===== config.mk =====
export PLATFORM = sky130hd
export DESIGN_NAME = rt_request_initiator
export DESIGN_NICKNAME = d
export VERILOG_FILES = /design/src/rtl/rt_request_initiator.sv
export SDC_FILE = /design/constraint.sdc
export NUM_CORES = 1
export LEC_CHECK = 0
export BUFFER_PORTS_ARGS = -buffer_cell sky130_fd_sc_hd__clkbuf_2
export CAP_MARGIN = 40
export CORE_AREA = 10 10 47 49
export DETAILED_ROUTE_END_ITERATION = 10
export DIE_AREA = 0 0 57 59
export GPL_TIMING_DRIVEN = 0
export PLACE_DENSITY = 0.59
export SKIP_LAST_GASP = 1
export SYNTH_ARGS = -nofsm -noshare
export SYNTH_HDL_FRONTEND = slang
export SYNTH_SLANG_ARGS = --single-unit

===== constraint.sdc =====
create_clock -name clk -period 3.3 [get_ports clk]
set_clock_uncertainty 0.1 [all_clocks]
set_input_delay 0.495 -clock clk [delete_from_list [all_inputs] [get_ports clk]]
set_output_delay 0.495 -clock clk [all_outputs]
set_load 0.05 [all_outputs]

===== src/rtl/rt_request_initiator.sv =====
// Request/grant initiator: bounded-wait requests up to a transaction budget.
// Optional single retry per transaction when RT_INIT_RETRY_EN is defined.
module rt_request_initiator #(
  parameter int BUDGET   = 3,
  parameter int MAX_WAIT = 2,
  parameter int CW       = 3
) (
  input  logic          clk,
  input  logic          rst,
  input  logic          start,
  input  logic          ack,
  output logic          req,
  output logic          rt_get,
  output logic          busy,
  output logic          done,
  output logic          error,
  output logic [CW-1:0] served
);

  typedef enum logic [2:0] {
    S_IDLE  = 3'd0,
    S_REQ   = 3'd1,
    S_DONE  = 3'd2,
    S_ERR   = 3'd3,
    S_RETRY = 3'd4
  } state_t;

  localparam logic [CW-1:0] LAST_WAIT = CW'(MAX_WAIT);
  localparam logic [CW-1:0] LAST_TXN  = CW'(BUDGET - 1);

  state_t        state_q;
  state_t        state_d;
  logic [CW-1:0] wait_q;
  logic [CW-1:0] served_q;
  logic          timeout;
  logic          last_txn;
  logic          in_req;

  assign in_req   = (state_q == S_REQ);
  assign timeout  = (wait_q == LAST_WAIT);
  assign last_txn = (served_q == LAST_TXN);

`ifdef RT_INIT_RETRY_EN
  logic retried_q;

  always_ff @(posedge clk) begin
    if (rst) begin
      retried_q <= 1'b0;
    end else if (in_req && ack) begin
      retried_q <= 1'b0;
    end else if (in_req && timeout) begin
      retried_q <= 1'b1;
    end
  end
`endif

  always_ff @(posedge clk) begin
    if (rst) begin
      state_q  <= S_IDLE;
      wait_q   <= '0;
      served_q <= '0;
    end else begin
      state_q <= state_d;
      if (in_req && !ack && !timeout) begin
        wait_q <= wait_q + 1'b1;
      end else begin
        wait_q <= '0;
      end
      // served only moves on an ack in REQ, so it stops at BUDGET
      if (in_req && ack) begin
        served_q <= served_q + 1'b1;
      end
    end
  end

  always_comb begin
    state_d = state_q;
    unique case (state_q)
      S_IDLE: begin
        if (ack) begin
          state_d = S_ERR;
        end else if (start) begin
          state_d = S_REQ;
        end
      end
      S_REQ: begin
        if (ack) begin
          state_d = last_txn ? S_DONE : S_IDLE;
        end else if (timeout) begin
`ifdef RT_INIT_RETRY_EN
          state_d = retried_q ? S_ERR : S_RETRY;
`else
          state_d = S_ERR;
`endif
        end
      end
      S_DONE: begin
        if (ack || start) begin
          state_d = S_ERR;
        end
      end
      S_ERR: begin
        state_d = S_ERR;
      end
`ifdef RT_INIT_RETRY_EN
      S_RETRY: begin
        state_d = ack ? S_ERR : S_REQ;
      end
`endif
      default: begin
        state_d = S_ERR;
      end
    endcase
  end

  always_comb begin
    req   = 1'b0;
    busy  = 1'b0;
    done  = 1'b0;
    error = 1'b0;
    unique case (1'b1)
      (state_q == S_REQ): begin
        req  = 1'b1;
        busy = 1'b1;
      end
      (state_q == S_RETRY): busy  = 1'b1;
      (state_q == S_DONE):  done  = 1'b1;
      (state_q == S_ERR):   error = 1'b1;
      default: ;
    endcase
  end

  assign rt_get = req;
  assign served = served_q;

endmodule


==> flow_summary_export.csv <==
group,metric,value,unit
synth,ys_warn_count,0,
setup_path,crit_path_start_kind,"flip-flop",
pwr,leakage,0.232,nW
clock_network,clock-sinks,8,
timing,slew_violations,0,
synth,synth_cell_types,18,
clock_network,ctsHoldBuffers,0,
pwr,power.density,475,nW/um^2
cells_and_area,num-nets-final,65,
min_path,min_to,"wait_q[0]",
timing,setup_violations,0,
setup_path,endpoint_kind,"output port",
floorplanning,io_pins,12,
detailed_routing,drt_iter0_markers,1,
cells_and_area,antennaDiodeCount,0,
timing,rsz0062_at_grt,"no",
timing,hold_viol,0,
grt,grt_pass1_wl,1280,um
timing,slew_headroom,0.812,
synth,synthCells,41,
grt,grt_usage,0.0494,
setup_path,crit_fanout,7,
placement,gp_congestion,0.661,
floorplanning,die_y,59,um
detailed_routing,drt_wl_total,722,um
placement,dp_hpwl,577,um
clock_network,clockBufferDepth,2,
pwr,vdd_drop_max,0.258,mV
synth,syn-num-nets,49,
setup_path,rrSetupSlack,2.17,ns
detailed_routing,via_per_inst,4.35,
floorplanning,dieArea,3360,um^2
clock_network,root_buffer,"clkbuf_4",
clock_network,cts_resized,0,
synth,ys_ff_latch,8,
detailed_routing,ant_nets,0,
timing,hold_slack,0.354,ns
detailed_routing,wl_per_cell,10.2,um
setup_path,critPathKind,"reg -> out",
placement,post-place-cells,68,
timing,finalCritPeriodShare,0.560,
clock_network,cts_tree,"done",
clock_network,clk-insertion-delay-late,0.25,ns
timing,period_needed,1.85,ns
floorplanning,coreArea,1400,um^2
clock_network,cts_buffers,3,
detailed_routing,drc,0,
floorplanning,initial_core_util,0.286,
cells_and_area,area_growth,24.4,%
synth,synth_area,400,um^2
setup_path,path_cells,"and2b_1 > buf_4 > clkbuf_2",
setup_path,crit_slowest_cell,"dfxtp_1",
cells_and_area,drive_gt1_frac,0.364,
setup_path,r2r.worst_path.cells,4,
grt,grt_max_degree,8,
setup_path,r2r_start,"state_q[0]",
synth,synth_seq_area_share,0.400,
cells_and_area,final_cell_count_no_fill,71,
min_path,min_path_type,"reg -> reg",
detailed_routing,vias,309,
setup_path,required,2.70,ns
grt,grt_pass1_vias,308,
min_path,min_path_cells,1,
grt,grt_overflow,0,
clock_network,cts_setup_buffers,0,
timing,worst_pin_slew,0.284,ns
clock_network,clk_pin_slew_worst_paths,0.06,ns
clock_network,htreeDepth,1,
setup_path,crit_buf_inv,2,
detailed_routing,drtPass1Iterations,2,
cells_and_area,fill_cells,147,
min_path,hp-start,"wait_q[0]",
floorplanning,die_x,57,um
flow_run,cap_viol_max_count,0,
timing,clock.fmax,541,MHz
placement,io_buffers,11,
setup_path,critPathMaxStageDelay,0.41,ns
timing,tns,0,ns
synth,syn_avg_cell_area,9.77,um^2
setup_path,cp.arrival,1.25,ns
grt,antenna_found_initial,0,
floorplanning,rows,14,
setup_path,r2r_end,"served[1]",
setup_path,cp_top_family,"flip-flops",
status,outcome,"finished, final reports clean",
[logic make-up (layout without fill, tap and decap cells)]
group,Yosys count,after routing,synth area share
AOI/OAI and AO/OA,2,2,0.0687
xor gates and xnor gates,3,3,0.0656
adders and majority gates,4,4,0.125
buffers and inverters,5,19,0.0750
DFF,8,8,0.400
and+or+nand+nor,19,19,0.266
[flip-flops by register name, summed over array words and instances (netlist names)]
name	count
state_q	2
wait_q	3
served	3
[Yosys cell counts (all sizes together)]
library cell	n	area [um^2]
nand3	1	5.00
buf	3	22.5
dfxtp	8	160
and3b	1	8.76
and2	1	6.26
a211oi	1	12.5
nand2b	2	12.5
a221oi	1	15.0
nand3b	1	7.51
xnor2	2	17.5
nor3	2	10.0
nand4b	1	8.76
and2b	2	15.0
ha	4	50.1
nor2	8	32.5
xor2	1	8.76
inv	2	7.51
[per-layer routing]
layer | vias to the layer above | global-route usage | part of all wire
met3 | 0 | 0.0536 | 0.16
met1 | 133 | 0.0503 | 0.45
li1 | 161 | - | -
met5 | - | 0 | 0
met2 | 15 | 0.0589 | 0.39
met4 | 0 | 0.0302 | 0
[metrics by stage]
stage | worst slack, ns | power [W] | area, um^2 | util
after global placement | 1.71 | 0.000164 | 475 | 0.339
after CTS | 1.43 | 0.000241 | 498 | 0.355
after floorplan | 1.58 | 0.000152 | 400 | -
after global routing | 1.35 | 0.000254 | 498 | 0.355
after detailed placement | 1.71 | 0.000165 | 475 | 0.339
final | 1.45 | 0.000237 | 498 | 0.355
[cell usage in the layout (no fill, tap or decap), types with 2 or more instances in the layout]
| master | instances |
|---|---|
| xnor2_1 | 2 |
| buf_4 | 3 |
| and2b_1 | 2 |
| nor3_1 | 2 |
| clkbuf_2 | 11 |
| nand2b_1 | 2 |
| dfxtp_1 | 8 |
| clkbuf_4 | 3 |
| inv_1 | 2 |
| ha_1 | 4 |
| nor2_1 | 7 |
[worst max path at each step]
stage | slack, ns | to | startpoint | cells past startpoint
after floorplan | 1.58 | req | state_q[0] | 2
after global placement | 1.71 | req | state_q[0] | 3
after detailed placement | 1.71 | req | state_q[0] | 3
after CTS | 1.43 | req | state_q[0] | 3
after global routing | 1.35 | rt_get | state_q[0] | 3
final | 1.45 | rt_get | state_q[0] | 3
[final cells by class]
class / count / area, um^2 / share of cell area
tap: 16 / 20.0 / 0.0402
inverter: 2 / 7.51 / 0.0151
multi-input combinational: 28 / 210 / 0.422
clock buffer: 3 / 22.5 / 0.0452
sequential: 8 / 160 / 0.322
buffer: 3 / 22.5 / 0.0452
timing repair buffer: 11 / 55.1 / 0.111
[power breakdown]
| group | internal [W] | switching (W) |
|---|---|---|
| combinational | 0.0000177 | 0.0000379 |
| sequential | 0.000101 | 0.00000527 |
| clock | 0.0000416 | 0.0000329 |
(Power assumes the default switching activity.)
